[src/rtl/usb_mode_controller.sv]
// rtl/usb_mode_controller.sv - USB command decoder and run sequencer for the acquisition mode switcher
// Mode/DAC routing is only writable in IDLE so the switcher never re-routes during a run.
module usb_mode_controller #(
   parameter int unsigned STOP_HOLD = 8
) (
   input  logic        Clk,
   input  logic        reset,
   input  logic [15:0] CommandWord,
   input  logic        CommandWord_en,
   input  logic        SweepTestDone,
   output logic [1:0]  ModeSelect,
   output logic [1:0]  DacSelect,
   output logic        UsbMicrorocAcqStartStop,
   output logic        UsbSweepTestStartStop,
   output logic        RunBusy,
   output logic        RunFinished,
   output logic        CommandError
);

   typedef enum logic [1:0] {
      S_IDLE      = 2'd0,
      S_RUN_ACQ   = 2'd1,
      S_RUN_SWEEP = 2'd2,
      S_STOPPING  = 2'd3
   } state_t;

   localparam logic [3:0] OP_SET_MODE = 4'hA;
   localparam logic [3:0] OP_SET_DAC  = 4'hB;
   localparam logic [3:0] OP_START    = 4'hC;
   localparam logic [3:0] OP_STOP     = 4'hD;
   localparam logic [1:0] MODE_ACQ    = 2'b00;
   localparam logic [1:0] ARG_ILLEGAL = 2'b11;
   localparam logic [7:0] HOLD_LAST   = 8'(STOP_HOLD - 1);

   state_t      state, state_next;
   logic [7:0]  hold_cnt, hold_cnt_next;
   logic [1:0]  mode_q, mode_next;
   logic [1:0]  dac_q, dac_next;
   logic        acq_q, acq_next;
   logic        sweep_q, sweep_next;
   logic        busy_q, busy_next;
   logic        finished_q, finished_next;
   logic        error_q, error_next;
   logic        done_prev;
   logic        done_rise;
   logic [3:0]  opcode;
   logic [1:0]  arg;
   logic        unused_bits;

   assign opcode      = CommandWord[15:12];
   assign arg         = CommandWord[1:0];
   assign unused_bits = &{1'b0, CommandWord[11:2]};
   assign done_rise   = SweepTestDone & ~done_prev;

   always_ff @(posedge Clk) begin
      if (reset) begin
         state      <= S_IDLE;
         hold_cnt   <= 8'd0;
         mode_q     <= 2'b00;
         dac_q      <= 2'b00;
         acq_q      <= 1'b0;
         sweep_q    <= 1'b0;
         busy_q     <= 1'b0;
         finished_q <= 1'b0;
         error_q    <= 1'b0;
         done_prev  <= 1'b0;
      end else begin
         state      <= state_next;
         hold_cnt   <= hold_cnt_next;
         mode_q     <= mode_next;
         dac_q      <= dac_next;
         acq_q      <= acq_next;
         sweep_q    <= sweep_next;
         busy_q     <= busy_next;
         finished_q <= finished_next;
         error_q    <= error_next;
         done_prev  <= SweepTestDone;
      end
   end

   always_comb begin
      state_next    = state;
      hold_cnt_next = hold_cnt;
      mode_next     = mode_q;
      dac_next      = dac_q;
      acq_next      = acq_q;
      sweep_next    = sweep_q;
      finished_next = 1'b0;
      error_next    = 1'b0;

      case (state)
         S_IDLE: begin
            if (CommandWord_en) begin
               case (opcode)
                  OP_SET_MODE: begin
                     if (arg == ARG_ILLEGAL) error_next = 1'b1;
                     else                    mode_next  = arg;
                  end
                  OP_SET_DAC: dac_next = arg;
                  OP_START: begin
                     if (mode_q == MODE_ACQ) begin
                        acq_next   = 1'b1;
                        state_next = S_RUN_ACQ;
                     end else begin
                        sweep_next = 1'b1;
                        state_next = S_RUN_SWEEP;
                     end
                  end
                  OP_STOP: ;
                  default: error_next = 1'b1;
               endcase
            end
         end

         S_RUN_ACQ: begin
            if (CommandWord_en) begin
               if (opcode == OP_STOP) begin
                  acq_next      = 1'b0;
                  hold_cnt_next = 8'd0;
                  state_next    = S_STOPPING;
               end else begin
                  error_next = 1'b1;
               end
            end
         end

         S_RUN_SWEEP: begin
            // A done edge wins over a simultaneous STOP: the run completed normally.
            if (done_rise) begin
               sweep_next    = 1'b0;
               finished_next = 1'b1;
               state_next    = S_IDLE;
               if (CommandWord_en && opcode != OP_STOP) error_next = 1'b1;
            end else if (CommandWord_en) begin
               if (opcode == OP_STOP) begin
                  sweep_next    = 1'b0;
                  hold_cnt_next = 8'd0;
                  state_next    = S_STOPPING;
               end else begin
                  error_next = 1'b1;
               end
            end
         end

         S_STOPPING: begin
            if (CommandWord_en) error_next = 1'b1;
            if (hold_cnt == HOLD_LAST) begin
               hold_cnt_next = 8'd0;
               state_next    = S_IDLE;
            end else begin
               hold_cnt_next = hold_cnt + 8'd1;
            end
         end

         default: state_next = S_IDLE;
      endcase

      busy_next = (state_next != S_IDLE);
   end

   assign ModeSelect              = mode_q;
   assign DacSelect               = dac_q;
   assign UsbMicrorocAcqStartStop = acq_q;
   assign UsbSweepTestStartStop   = sweep_q;
   assign RunBusy                 = busy_q;
   assign RunFinished             = finished_q;
   assign CommandError            = error_q;

endmodule

[config.mk]
export PLATFORM = sky130hd
export DESIGN_NAME = usb_mode_controller
export DESIGN_NICKNAME = d
export VERILOG_FILES = /design/src/rtl/usb_mode_controller.sv
export SDC_FILE = /design/constraint.sdc
export NUM_CORES = 1
export LEC_CHECK = 0
export CAP_MARGIN = 20
export CORE_MARGIN = 3
export CORE_UTILIZATION = 46
export CTS_CLUSTER_SIZE = 8
export DETAILED_ROUTE_END_ITERATION = 8
export PLACE_DENSITY = 0.86
export SLEW_MARGIN = 30
export SYNTH_ARGS = -nofsm -noshare
export SYNTH_HDL_FRONTEND = slang
export SYNTH_SLANG_ARGS = --single-unit
[constraint.sdc]
create_clock -name Clk -period 1.9 [get_ports Clk]
set_input_delay 0.19 -clock Clk [delete_from_list [all_inputs] [get_ports Clk]]
set_output_delay 0.19 -clock Clk [all_outputs]
set_load 0.03 [all_outputs]
Word-level counts from Yosys, hierarchy flattened
Cells that the tools add are included.
{"block": "totals", "register_bits": 20, "inputBits": 20, "output_inout_bits": 9, "word_cells": 82}
{"block": "classes", "addsub": 1, "eq_ne": 19, "muxes": 34, "bitwise_logic": 4, "reduce_logical": 14}
{"cell": "$mux 8", "count": 4}
{"cell": "$pmux 8 s3", "count": 1}
{"cell": "$mux 1", "count": 17}
{"cell": "$eq 4x4->1 const B", "count": 4}
{"cell": "$mux 2", "count": 7}
{"cell": "$ne 2x2->1 const B", "count": 6}
{"cell": "$reduce_and 6->1", "count": 2}
{"cell": "$add 8x1->8 const B", "count": 1}
{"cell": "$eq 8x3->1 const B", "count": 1}
{"cell": "$pmux 2 s4", "count": 1}
{"cell": "$eq 2x2->1 const B", "count": 3}
{"cell": "$ne 3x3->1 const B", "count": 2}
{"cell": "$pmux 1 s2", "count": 3}
{"cell": "$reduce_bool 2->1", "count": 3}
{"cell": "$logic_not 2->1", "count": 2}
{"cell": "$ne 4x4->1 const B", "count": 1}
{"cell": "$pmux 1 s4", "count": 1}
{"cell": "$reduce_and 4->1", "count": 1}
{"cell": "$not 1->1", "count": 3}
{"cell": "$reduce_and 3->1", "count": 1}
{"cell": "$reduce_bool 3->1", "count": 1}
{"cell": "$reduce_or 3->1", "count": 1}
{"cell": "$eq 2x1->1 const B", "count": 1}
{"cell": "$ne 2x1->1 const B", "count": 1}
{"cell": "4 further kinds", "count": 4}

Depth between registers and ports, before layout
{"block": "logic_depth", "ltp_word": 6, "ltp_mapped": 5, "ltp_nobuf": 5}

Worst setup path after synthesis
OpenSTA, ideal clock, no wires.
{"block": "synth_path", "path_kind": "flip-flop to flip-flop", "start": "register hold_cnt[0]", "end": "register hold_cnt[6]", "setup_ns": 0.086, "arrival_ns": 1.443, "t_required_ns": 1.814, "setup_slack_ns": 0.371, "stages_incl_launch_ff": 6, "n_path_buf": 0, "period_less_slack_ns": 1.529, "cell_sequence": "dfxtp_1 ha_1 and2_1 nand4_1 or4_1 a211oi_1"}
{"block": "synth_via", "elab_chain_len": 3, "word_cells_on_any_way": 4, "classes_between": "add/sub: 1; eq/ne: 1; mux: 2"}
{"item": "start, declared", "line_no": "36", "rtl": "logic [7:0] hold_cnt, hold_cnt_next;"}
{"item": "start signal, assigned", "line_no": "69", "rtl": "hold_cnt <= hold_cnt_next;"}
{"item": "$add 8x1->8 / $eq 8x3->1 (equally long branches)", "line_no": "151, 147"}
{"item": "$mux 8 (*)", "line_no": "147", "rtl": "if (hold_cnt == HOLD_LAST) begin"}
{"item": "$pmux 8 s3 (*)", "line_no": "91", "rtl": "case (state)"}
Mark *: on every way between the ends. The rest lies on a longest branch, timed or not.
A chain may end at the register's enable or synchronous reset.

Final worst setup path
{"block": "layout_path", "start": "register state[1]", "end": "register hold_cnt[3]"}
{"block": "layout_via", "elab_chain_len": 3, "word_cells_on_any_way": 7, "classes_between": "eq/ne: 4; mux: 1; reduce/logical: 2"}
{"item": "start, declared", "line_no": "35", "rtl": "state_t state, state_next;"}
{"item": "start signal, assigned", "line_no": "68", "rtl": "state <= state_next;"}
{"item": "$eq 2x2->1 / $eq 2x1->1 (equally long branches)", "line_no": "91"}
{"item": "$ne 2x2->1 (no source line) / $reduce_bool 3->1 (equally long branches)"}
{"item": "$reduce_and 2->1 (no source line)"}
Parallel ways exist; a longest one is shown, timed or not.

==> out/results.ini <==
[logic_synthesis]
synth_top_area_cell = dfxtp_1
synth_common_cells = 20 x dfxtp_1, 10 x nor2_1, 8 x nand2_1
synth_top_flop_cell = dfxtp_1
seq_area_frac_synth = 0.3907
yosys_warnings = 0
synth.most_common_cell = dfxtp_1
synthTopCellsByArea = dfxtp_1 39%, a211oi_1 5.1%, nor2_1 3.7%, a21oi_1 3.4%, o21ai_0 3.4%
netlist.area_leader.share = 0.3907
syn_inst = 121
synth_area_sq_um = 1025
syn_area_per_cell_sq_um = 8.469
yosys_register_bits = 20
synth_cell_type_count = 39
async_flop_share = 0
synth_nets = 142
synth_edf_count = 0

[routing]
drc = 0
ant_nets = 0
drt-total-wl_mm = 2.507
wl_per_cell_microns = 14.16
drt-vias-per-instance = 5.729
drt_first_pass_iters = 4
vias = 1014
drt-initial-drc-count = 25

[worst_hold_path]
worstHoldStart = SweepTestDone
whs_endpoint = done_prev
hp-class = in -> reg
hold_depth = 2

[clock_network]
cts-resized-gates = 0
htree_levels = 1
clockBufferDepth = 2
cts_buffers = 3
clock_latency_ps = 310
cts_root_buf = clkbuf_4
clock-sinks = 20
path_clk_slew_ps = 120
cts_tree = built
ctsHoldBuffers = 0
postCtsSetupRepairBufs = 0

[floorplanning]
dieArea_sq_um = 2830
die_w_microns = 53.20
initial_core_util = 0.5018
die_y_microns = 53.20
core_sq_um = 2042
rows = 16
io_pins = 29

[critical_path]
r2r_start = state[1]
r2r_setup_slack_ps = 120
worstPathMaxFanout = 10
critPathArrivalTime_ps = 2010
r2r_cells = 4
endpoint_kind = flop
path_class = reg -> reg
critPathTopFamily = flip-flops
worstPathRequired_ps = 2130
worstPathBufferInverterCount = 1
crit_chain = a21oi_1 -> buf_4 -> or4_1 -> a211oi_1
cp-start-kind = flop
rr_endpoint = hold_cnt[3]
max_stage_delay_ps = 540
cp_slowest_cell = dfxtp_1

[placed_design]
port_buffers = 18
hpwl_mm = 1.883
finalWeightedCongestion = 0.8577
dpl-instance-area_sq_um = 1309
pre_cts_ws_ps = -56.29

[timing]
slew_violations = 0
setup_viol = 0
fin_skew_ps = 2.880
worstMarginPinSlew_ps = 431.8
rsz0062_at_grt = no
fmax_mhz = 561.4
hold_violations = 0
period_minus_slack_ps = 1781
fin_ws_ps = 118.8
period_share = 0.9375
slew_headroom = 0.7105

[status]
outcome = finished, final reports clean

[pwr]
cellInternalPower_mw = 0.6932
peakVddDrop_mv = 0.5323
switching_share = 0.2266
p_leak_nw = 0.4886
pwr-share-seq = 0.481
powerDensity_nw_per_um2 = 658.4
p_clk_frac = 0.401
pwr-share-comb = 0.118
p_sw_mw = 0.2031

[final_layout]
multi_input_area_sq_um = 578.1
antennaDiodeCount = 0
fin_area_sq_um = 1361
fill_cells = 159
drive_above_1_share = 0.1600
seqCellArea_sq_um = 400.4
layout.nets = 172
area_growth_pct = 32.85

[global_routing]
grt_max_degree = 20
antenna_found_initial = 0
grt_pass1_vias = 976
overflow = 0
grt_pass1_wl_mm = 4.250
grt_use_total = 0.2028

[job]
drv_cap = 0

routing by layer:
metal  share of wire  global-route usage
met5               0                   0
met3           0.028             0.04507
met1            0.45              0.2517
met4          0.0084             0.05532
met2            0.51              0.3469
kinds of logic (layout without fill, tap and decap cells):
kind of cell,after synthesis,after routing,synth area share
flip-flops,20,20,0.3907
AND/OR/NAND/NOR,52,52,0.2918
buffers and inverters,10,39,0.04517
multiplexers,2,2,0.01954
AO/OA/AOI/OAI,35,35,0.2308
adder cells (fa/ha/maj),2,2,0.02198
worst max-delay path by stage:
| stage | startpoint | end | cells after the start | slack (ps) |
|---|---|---|---|---|
| floorplan | hold_cnt[0] | hold_cnt[6] | 5 | 370 |
| global placement | CommandWord[13] | hold_cnt[4] | 5 | 30 |
| detailed placement | CommandWord[13] | hold_cnt[3] | 5 | -60 |
| CTS | state[1] | hold_cnt[3] | 4 | 140 |
| global route | state[1] | hold_cnt[5] | 4 | 60 |
| finish | state[1] | hold_cnt[3] | 4 | 120 |
state kept, by name, summed over array words and instances (netlist names):
| name | flops |
|---|---|
| UsbSweepTestStartStop | 1 |
| RunBusy | 1 |
| hold_cnt | 8 |
| DacSelect | 2 |
| state | 2 |
| UsbMicrorocAcqStartStop | 1 |
| CommandError | 1 |
| ModeSelect | 2 |
| done_prev | 1 |
| RunFinished | 1 |
layout by cell type, fill, tap and decap left out, drive strengths merged, types with 2 or more instances in the layout:
| master | netlist | layout |
|---|---|---|
| o31ai | 4 | 4 |
| nand2 | 8 | 8 |
| or3 | 4 | 4 |
| buf | 2 | 14 |
| nand2b | 3 | 3 |
| a22oi | 2 | 2 |
| a21oi | 7 | 7 |
| or4 | 4 | 4 |
| inv | 3 | 3 |
| nand4 | 3 | 3 |
| nor3 | 5 | 5 |
| a21boi | 2 | 2 |
| nor2 | 10 | 10 |
| clkdlybuf4s50 | 0 | 18 |
| mux2i | 2 | 2 |
| nand3 | 6 | 6 |
| dfxtp | 20 | 20 |
| clkbuf | 5 | 3 |
| a211oi | 7 | 7 |
| o21ai | 7 | 7 |
worst reg2reg max path, delay by kind of cell (launching register included):
kind	cells	cell delay, ps
AO/OA/AOI/OAI	2	460
buffers and inverters	1	200
flip-flops	1	540
AND/OR/NAND/NOR	1	500
stage by stage:
step / hold WS, ps / setup TNS, ps / util / total power [mW] / std cells
after floorplan: 277.0 / 0 / - / 0.4886 / 121
after global placement: 465.2 / 0 / 0.6409 / 0.5424 / 173
after detailed placement: 477.7 / -89.84 / 0.6409 / 0.5459 / 173
after CTS: 461.5 / 0 / 0.6667 / 0.8993 / 177
after global routing: 464.7 / 0 / 0.6667 / 0.9249 / 177
final: 464.2 / 0 / 0.6667 / 0.8963 / 177
final cells by class:
cell class                      instances  share of cell area
Multi-Input combinational cell         91              0.4246
Sequential cell                        20              0.2941
Timing Repair Buffer                   32              0.2096
Tap cell                               27             0.02482
Clock inverter                          1             0.02206
Clock buffer                            3             0.01654
Inverter                                3            0.008272
power groups by stage:
stage	clock network (mW)	registers, mW	logic (mW)
global route	0.377	0.433	0.115
global placement	0	0.440	0.102
finish	0.359	0.431	0.106
detailed placement	0	0.440	0.105
floorplan	0	0.450	0.0384
CTS	0.362	0.431	0.106
No activity file was read; power rests on OpenSTA's default activity.
